File: config.mk
export PLATFORM = sky130hd
export DESIGN_NAME = obs_ctrl
export DESIGN_NICKNAME = d
export VERILOG_FILES = /design/src/rtl/obs_ctrl_pkg.sv /design/src/rtl/obs_lfsr.sv /design/src/rtl/obs_ctrl.sv
export SDC_FILE = /design/constraint.sdc
export NUM_CORES = 1
export LEC_CHECK = 0
export ABC_AREA = 1
export BUFFER_PORTS_ARGS = -buffer_cell sky130_fd_sc_hd__clkbuf_2
export CAP_MARGIN = 20
export CORE_MARGIN = 3
export CORE_UTILIZATION = 55
export CTS_CLUSTER_DIAMETER = 30
export CTS_CLUSTER_SIZE = 20
export DETAILED_ROUTE_END_ITERATION = 16
export PLACE_DENSITY = 0.8
export SETUP_SLACK_MARGIN = 0.05
export SYNTH_ARGS = -nofsm -noshare
export SYNTH_HDL_FRONTEND = slang
export SYNTH_SLANG_ARGS = --single-unit
File: constraint.sdc
create_clock -name clock -period 3.25 [get_ports clock]
set_input_delay 0.65 -clock clock [delete_from_list [all_inputs] [get_ports clock]]
set_output_delay 0.65 -clock clock [all_outputs]
set_load 0.05 [all_outputs]
File: src/rtl/obs_ctrl_pkg.sv
// Shared definitions for the obstacle controller: FSM encoding, screen and
// obstacle geometry, the erase colour, and the LFSR step/row-mapping helpers.
package obs_ctrl_pkg;

   typedef enum logic [2:0] {
      INIT_DRAW = 3'd0,
      WAIT_TICK = 3'd1,
      ERASE     = 3'd2,
      MOVE      = 3'd3,
      DRAW_REQ  = 3'd4,
      DRAW_BUSY = 3'd5,
      DRAW_WAIT = 3'd6
   } state_t;

   localparam int SCREEN_W = 160;
   localparam int SCREEN_H = 120;
   localparam int OBS_W    = 3;
   localparam int OBS_H    = 10;
   localparam int Y_MIN    = 3;
   localparam int Y_MAX    = 113;

   // The obstacle anchor sits 3 rows below the top of its 3x10 footprint.
   localparam int Y_TOP_OFS = 3;
   // Pixels in one erase pass (column-major over the footprint).
   localparam int ERASE_PIX = OBS_W * OBS_H;
   // Amount subtracted from LFSR values above Y_MAX to fold them back on screen.
   localparam int ROW_FOLD  = 14;

   localparam logic [2:0] BLACK     = 3'b000;
   localparam logic [6:0] LFSR_SEED = 7'h5A;

   // One step of the 7-bit Fibonacci LFSR, polynomial x^7 + x^6 + 1.
   function automatic logic [6:0] lfsr_next(input logic [6:0] q);
      return {q[5:0], q[6] ^ q[5]};
   endfunction

   // Fold a nonzero LFSR value into the legal anchor-row range Y_MIN..Y_MAX.
   function automatic logic [6:0] map_row(input logic [6:0] v);
      logic [6:0] r;
      if (v < 7'(Y_MIN)) begin
         r = v + 7'(Y_MIN);
      end else if (v > 7'(Y_MAX)) begin
         r = v - 7'(ROW_FOLD);
      end else begin
         r = v;
      end
      return r;
   endfunction

endpackage

File: src/rtl/obs_lfsr.sv
// Free-running 7-bit LFSR that supplies the row for a freshly wrapped obstacle.
// The register never reaches zero because it starts from a nonzero seed and
// the polynomial is maximal-length.
module obs_lfsr
   import obs_ctrl_pkg::*;
(
   input  logic       clock,
   input  logic       resetn,
   output logic [6:0] row
);

   logic [6:0] lfsr;

   // Advance the sequence every cycle; restart from the seed on reset.
   always_ff @(posedge clock or negedge resetn) begin
      if (!resetn) begin
         lfsr <= LFSR_SEED;
      end else begin
         lfsr <= lfsr_next(lfsr);
      end
   end

   assign row = map_row(lfsr);

endmodule

File: src/rtl/obs_ctrl.sv
// Obstacle controller: scrolls one obstacle leftward across the screen. Each
// movement tick it erases the old 3x10 footprint pixel by pixel, moves the
// anchor, and hands the new position to an external drawer. Wrapping off the
// left edge respawns the obstacle at X_START on a pseudo-random row and emits
// a one-cycle score pulse.
module obs_ctrl
   import obs_ctrl_pkg::*;
#(
   parameter int FRAME_DIV = 833333,
   parameter int X_START   = 159,
   parameter int STEP      = 1,
   parameter int Y_INIT    = 60
)(
   input  logic       clock,
   input  logic       resetn,
   input  logic       run,
   input  logic       draw_done,
   output logic [7:0] obs_x,
   output logic [6:0] obs_y,
   output logic       draw_start,
   output logic [7:0] erase_x,
   output logic [6:0] erase_y,
   output logic [2:0] erase_color,
   output logic       erase_en,
   output logic       bus_sel,
   output logic       pass_pulse
);

   localparam int DIV_W = (FRAME_DIV > 1) ? $clog2(FRAME_DIV) : 1;
   localparam logic [DIV_W-1:0] DIV_LAST = DIV_W'(FRAME_DIV - 1);
   localparam logic [4:0] PIX_LAST = 5'(ERASE_PIX - 1);

   state_t           state;
   logic [DIV_W-1:0] div;
   logic [4:0]       pix;
   logic [6:0]       lfsr_row;

   obs_lfsr u_lfsr (
      .clock  (clock),
      .resetn (resetn),
      .row    (lfsr_row)
   );

   // Sequencer: tick divider, erase walk, move, and drawer handshake, with
   // every output registered alongside the state it belongs to.
   always_ff @(posedge clock or negedge resetn) begin
      if (!resetn) begin
         state       <= INIT_DRAW;
         div         <= '0;
         pix         <= 5'd0;
         obs_x       <= 8'(X_START);
         obs_y       <= 7'(Y_INIT);
         draw_start  <= 1'b0;
         erase_x     <= 8'd0;
         erase_y     <= 7'd0;
         erase_color <= 3'b000;
         erase_en    <= 1'b0;
         bus_sel     <= 1'b0;
         pass_pulse  <= 1'b0;
      end else begin
         erase_color <= BLACK;
         case (state)
            INIT_DRAW: begin
               // First draw uses the reset position; nothing to erase yet.
               state      <= DRAW_REQ;
               draw_start <= 1'b1;
            end

            WAIT_TICK: begin
               if (run) begin
                  if (div == DIV_LAST) begin
                     div      <= '0;
                     state    <= ERASE;
                     pix      <= 5'd0;
                     erase_en <= 1'b1;
                     bus_sel  <= 1'b1;
                     erase_x  <= obs_x;
                     erase_y  <= obs_y - 7'(Y_TOP_OFS);
                  end else begin
                     div <= div + DIV_W'(1);
                  end
               end else begin
                  // Paused: the divider keeps its count until run returns.
                  div <= div;
               end
            end

            ERASE: begin
               if (pix == PIX_LAST) begin
                  state    <= MOVE;
                  erase_en <= 1'b0;
                  bus_sel  <= 1'b0;
               end else begin
                  pix <= pix + 5'd1;
                  // Column-major walk: bottom row of a column steps to the
                  // top of the next column. x wraps modulo 256 by design.
                  if (erase_y == obs_y + 7'(OBS_H - Y_TOP_OFS - 1)) begin
                     erase_x <= erase_x + 8'd1;
                     erase_y <= obs_y - 7'(Y_TOP_OFS);
                  end else begin
                     erase_y <= erase_y + 7'd1;
                  end
               end
            end

            MOVE: begin
               if (obs_x < 8'(STEP)) begin
                  obs_x      <= 8'(X_START);
                  obs_y      <= lfsr_row;
                  pass_pulse <= 1'b1;
               end else begin
                  obs_x      <= obs_x - 8'(STEP);
                  pass_pulse <= 1'b0;
               end
               state      <= DRAW_REQ;
               draw_start <= 1'b1;
            end

            DRAW_REQ: begin
               draw_start <= 1'b0;
               pass_pulse <= 1'b0;
               state      <= DRAW_BUSY;
            end

            DRAW_BUSY: begin
               // The drawer drops done when it accepts the job; no timeout.
               if (!draw_done) begin
                  state <= DRAW_WAIT;
               end else begin
                  state <= DRAW_BUSY;
               end
            end

            DRAW_WAIT: begin
               if (draw_done) begin
                  state <= WAIT_TICK;
               end else begin
                  state <= DRAW_WAIT;
               end
            end

            default: begin
               state      <= INIT_DRAW;
               div        <= '0;
               pix        <= 5'd0;
               draw_start <= 1'b0;
               erase_en   <= 1'b0;
               bus_sel    <= 1'b0;
               pass_pulse <= 1'b0;
            end
         endcase
      end
   end

endmodule
# --- Yosys cells after proc, flatten, opt, wreduce, memory -nomap -nowiden ---
# Cells that the tools add are included.
op_classes:
  addsub: 9
  n_lt_le_gt_ge: 3
  n_eq_ne: 14
  n_mux: 33
  bitwise: 3
  reduce_logical: 14
op_table:
  columns: ["operator", "count"]
  rows:
  - ["2-to-1 mux 7 bit", 6]
  - ["2-to-1 mux 20 bit", 2]
  - ["2-to-1 mux 8 bit", 5]
  - ["one-hot mux 20 bit (2 select lines)", 1]
  - ["adder 20 x 1 -> 20 bit (second input constant)", 1]
  - ["== test 20 bit (second input constant)", 1]
  - ["one-hot mux 3 bit (6 select lines)", 1]
  - ["one-hot mux 8 bit (2 select lines)", 1]
  - ["2-to-1 mux 5 bit", 3]
  - ["one-hot mux 5 bit (3 select lines)", 1]
  - ["one-hot mux 7 bit (2 select lines)", 1]
  - ["2-to-1 mux 3 bit", 4]
  - ["AND reduction 4 bit", 3]
  - ["inequality test 2 bit (second input constant)", 5]
  - ["OR reduction 5 bit", 2]
  - ["== test 3 bit (second input constant)", 3]
  - ["adder 8 x 1 -> 8 bit (second input constant)", 1]
  - ["less-than comparator 8 x 1 -> 1 bit (second input constant)", 1]
  - ["subtractor 8 x 1 -> 8 bit (second input constant)", 1]
  - ["adder 7 x 1 -> 7 bit (second input constant)", 1]
  - ["adder 7 x 2 -> 7 bit (second input constant)", 1]
  - ["adder 7 x 3 -> 7 bit (second input constant)", 1]
  - ["== test 7 bit", 1]
  - ["> comparator 7 bit (second input constant)", 1]
  - ["other kinds (21)", 28]
totals:
  ff_bits: 68
  input_bits: 4
  out_inout_bits: 37
  wordCells: 87

# --- Depth between registers and ports, before layout ---
depth:
  depth_word: 5
  mapped_depth: 15
  depth_no_buf: 15

# --- Cells and area by module ---
# From an unflattened synthesis, not the netlist that was laid out.
hier_totals:
  cells_unflattened: 600
  area_unflattened_um2: 4414.2
modules_own_cells:
  columns: ["mod", "n_inst", "cells_each", "area_each_um2", "seq_area_each_um2"]
  rows:
  - ["obs_ctrl", 1, 542, 3908.7, 1539.0]
  - ["obs_lfsr", 1, 58, 505.5, 180.2]

# --- Least setup slack after synthesis ---
# OpenSTA, ideal clock, no wires.
synth_timing:
  path_type: "register to register"
  start: "register obs_y[2]"
  end: "register erase_x[2]"
  setup_ps: 127
  arrival_ps: 2001
  required_ps: 3123
  slack_ps: 1122
  stages_incl_launch_ff: 11
  n_path_buf: 0
  synth_period_minus_slack_ps: 2128
  path_cell_list: "dfstp_2 inv_1 ha_1 xor2_1 nand3_1 nor2_1 nand2_2 nand2_1 nand2_2 nand2_1 o21ai_0"
synth_between:
  elab_chain_len: 4
synth_rtl:
  columns: ["element", "line", "text"]
  rows:
  - ["start: declaration", "obs_ctrl.sv:19", "output logic [6:0] obs_y,"]
  - ["start signal: assignment", "obs_ctrl.sv:52", "obs_y <= 7'(Y_INIT);"]
  - ["start signal: assignment", "obs_ctrl.sv:109", "obs_y <= lfsr_row;"]
  - ["adder 7 x 3 -> 7 bit", "obs_ctrl.sv:97", "if (erase_y == obs_y + 7'(OBS_H - Y_TOP_OFS - 1)) begin"]
  - ["== test 7 bit", "obs_ctrl.sv:97", null]
  - ["inequality test 2 bit (no line)", null, null]
  - ["AND reduction 5 bit (no line)", null, null]
  - ["end signal: assignment", "obs_ctrl.sv:77", "erase_x <= obs_x;"]
  - ["end signal: assignment", "obs_ctrl.sv:98", "erase_x <= erase_x + 8'd1;"]
  - ["end: declaration", "obs_ctrl.sv:21", "output logic [7:0] erase_x,"]
# Every way passes these cells.
# A chain may end at the register's enable or synchronous reset.

# --- Final worst setup path ---
layout_timing:
  start: "register state[0]"
  end: "register erase_y[2]"
layout_between:
  elab_chain_len: 3
  elab_cells_between_ends: 8
  classes_between: "eq/ne: 5; mux: 1; reduce/logical: 2"
layout_rtl:
  columns: ["element", "line", "text"]
  rows:
  - ["start: declaration", "obs_ctrl.sv:33", "state_t state;"]
  - ["start signal: assignment", "obs_ctrl.sv:48", "state <= INIT_DRAW;"]
  - ["start signal: assignment", "obs_ctrl.sv:65", "state <= DRAW_REQ;"]
  - ["start signal: assignment", "obs_ctrl.sv:73", "state <= ERASE;"]
  - ["== test 3 x 2 -> 1 bit / == test 3 x 1 -> 1 bit (equally long branches)", "obs_ctrl.sv:62", "case (state)"]
  - ["inequality test 2 bit (no line) / nonzero test 2 bit (equally long branches)", null, null]
  - ["AND reduction 4 bit (no line)", null, null]
  - ["end signal: assignment", "obs_ctrl.sv:78", "erase_y <= obs_y - 7'(Y_TOP_OFS);"]
  - ["end signal: assignment", "obs_ctrl.sv:99", "erase_y <= obs_y - 7'(Y_TOP_OFS);"]
  - ["end signal: assignment", "obs_ctrl.sv:101", "erase_y <= erase_y + 7'd1;"]
  - ["end: declaration", "obs_ctrl.sv:22", "output logic [6:0] erase_y,"]
# Parallel ways exist; a longest one is shown, timed or not.

==> results_dict.tcl <==
set metrics [dict create \
    status "finished clean" \
    critPathArrivalTime_ns 2.51 \
    synth_edf_count 0 \
    dp_hpwl_um 7140 \
    drive_gt1_share_pct 14.6 \
    setup_viol 0 \
    worstMarginPinSlew_ns 0.741 \
    wl_per_cell_um 12.9 \
    ant_nets 0 \
    fin_util_pct 64.2 \
    cap_violations 0 \
    ys_seq_area_share_pct 39.4 \
    top_layer "met4" \
    ctsResizeCount 0 \
    clk_pin_slew_worst_paths_ns 0.07 \
    route.met2.wl_um 4720 \
    htree_num_levels 3 \
    core-area_mm2 0.00749 \
    wl_met3_um 415 \
    io_buffers 37 \
    synth_flop_cell "dfrtp_1" \
    gr-total-overflow 0 \
    insertion_delay_ns 0.35 \
    leakage_uw 0.00240 \
    via_per_inst 5.37 \
    multi_input_area_mm2 0.00225 \
    hold_buffers 0 \
    layout.nets 653 \
    cp_data_required_time_ns 3.48 \
    drtIter0Drc 203 \
    grt_setup_unrepaired "no" \
    syn_avg_cell_area_um2 7.39 \
    area_growth_pct 10.3 \
    cts_setup_buffers 0 \
    ys_types 37 \
    hold_violations 0 \
    slew_violations 0 \
    seqPwrFrac_pct 32.4 \
    ir_drop_uv 674 \
    cts_sinks 68 \
    timing.final.crit_period_ns 2.28 \
    cts_tree "done" \
    fin_hold_ws_ns 0.363 \
    synthArstFlopShare_pct 100 \
    hold_path.class "input pin to asynchronous set/reset pin" \
    fillers 648 \
    period_share_pct 70.1 \
    grt_pass1_vias 3722 \
    final_cells 734 \
    slew_headroom_pct 50.6 \
    crit_path_end_kind "flip-flop" \
    layout_common_cells "nand2_1 (148), inv_1 (80), nand3_1 (57)" \
    path_class "flip-flop to flip-flop" \
    wl_met1_um 4220 \
    ys_seq_elements 68 \
    die-area_mm2 0.00903 \
    die_x_um 95.1 \
    syn_area_mm2 0.00436 \
    io_pins 41 \
    start_util_pct 58.3 \
    synthCells 590 \
    pwr-share-comb_pct 51.6 \
    p_int_uw 2010 \
    grt_pass1_wl_um 16600 \
    clkPwrFrac_pct 16.0 \
    placementRows 31 \
    tns_ns 0 \
    grt_antenna_before_repair 0 \
    vias 3941 \
    drtPass1Iterations 5 \
    clock.fmax_ghz 0.439 \
    placed_cells 718 \
    numCtsBuffers 9 \
    gp_congestion 0.872 \
    critPathLaunchType "flip-flop" \
    grt_max_degree 39 \
    switching_share_pct 52.4 \
    power_density_mw_per_mm2 877 \
    final_common_cell "nand2_1" \
    clockBufferDepth 2 \
    drcViolationCount 0 \
    regArea_mm2 0.00172 \
    switching_power_uw 2210 \
    insertedDiodeCount 0 \
    cts_root_buf "clkbuf_8" \
    critPathMaxFanout 18 \
    drt_wl_total_um 9480 \
    yosys_warnings 0 \
    die_h_um 95.1 \
    skew_ns 0.0115 \
    track_usage_pct 23.1 \
]
## critical path, stage by stage (launching register included)
cell     delay, ns
dfrtp_1       0.47
inv_2         0.10
nand2_2       0.08
nor2_4        0.31
inv_2         0.21
nor2_2        0.18
nor2_1        0.09
nor2_4        0.35
inv_1         0.20
nand2_1       0.11
nand2_1       0.06
## cell type report
class	count	area share (%)
timing repair buffer	38	4.27
tap	99	2.58
sequential	68	35.7
clock inverter	5	1.09
multi-input combinational	427	46.9
clock buffer	11	2.73
inverter	86	6.71
## layer usage
layer  vias to the layer above  track usage, %
met4                         0            6.49
met5                         -               0
met2                        76            40.5
li1                       1960               -
met3                        15            5.37
met1                      1890            28.4
## path summary, 6_finish.rpt
kind                                                from                        to  slack, ns  cells past startpoint
min in group clock              u_lfsr.lfsr[3]$_DFF_PN1_  u_lfsr.lfsr[4]$_DFF_PN1_       0.41                      0
worst min-delay path                              resetn       div[17]$_DFFE_PN0P_       0.36                      1
worst max register to register      state[0]$_DFFE_PN0P_    erase_y[2]$_DFFE_PN0P_       0.97                     10
max in group asynchronous                         resetn  u_lfsr.lfsr[6]$_DFF_PN1_       2.16                      2
worst max-delay path                state[0]$_DFFE_PN0P_    erase_y[2]$_DFFE_PN0P_       0.97                     10
worst min register to register  u_lfsr.lfsr[3]$_DFF_PN1_  u_lfsr.lfsr[4]$_DFF_PN1_       0.41                      0
## kinds of logic after synthesis
family / Yosys count / synth area share, %
adders and majority gates: 19 / 5.45
buffers and inverters: 97 / 9.06
AOI/OAI and AO/OA: 67 / 8.78
DFF: 68 / 39.4
other: 1 / 0.0860
and+or+nand+nor: 309 / 31.4
xor gates and xnor gates: 29 / 5.82
## flip-flops by register name, indices dropped and copies added (netlist names)
register,count
div,20
pass_pulse,1
obs_y,7
erase_x,8
draw_start,1
obs_x,8
u_lfsr.lfsr,7
bus_sel,1
state,3
pix,5
erase_y,7
## per-stage QoR
stage / total power, uW / cell area [um2] / setup slack (ns)
2_1_floorplan: 3090 / 4370 / 1.12
6_report: 4220 / 4810 / 0.972
4_1_cts: 4240 / 4810 / 0.978
3_5_place_dp: 3560 / 4630 / 0.996
3_3_place_gp: 3500 / 4630 / 1.12
5_1_grt: 4550 / 4810 / 0.720
## cells in the mapped netlist (4+ instances only)
cell type / count / area share (%)
a21oi_1: 11 / 1.3
buf_2: 4 / 0.46
buf_4: 5 / 0.86
dfrtp_1: 54 / 31
dfstp_2: 14 / 8.4
ha_1: 19 / 5.5
inv_1: 80 / 6.9
inv_2: 6 / 0.52
nand2_1: 148 / 13
nand2_2: 8 / 1.1
nand3_1: 57 / 6.5
nand4_1: 13 / 1.9
nor2_1: 54 / 4.6
nor3_1: 16 / 1.8
o21ai_0: 35 / 4.0
o21ai_1: 6 / 0.69
or2_2: 5 / 0.72
xnor2_1: 6 / 1.2
xor2_1: 23 / 4.6
## power groups by stage
stage                     combinational [uW]  clock (uW)  sequential (uW)
after floorplan                         1230           0             1860
after global placement                  2130           0             1370
after detailed placement                2180           0             1380
after CTS                               2190         690             1370
after global routing                    2410         728             1400
final                                   2180         674             1370
(Power assumes the default switching activity.)
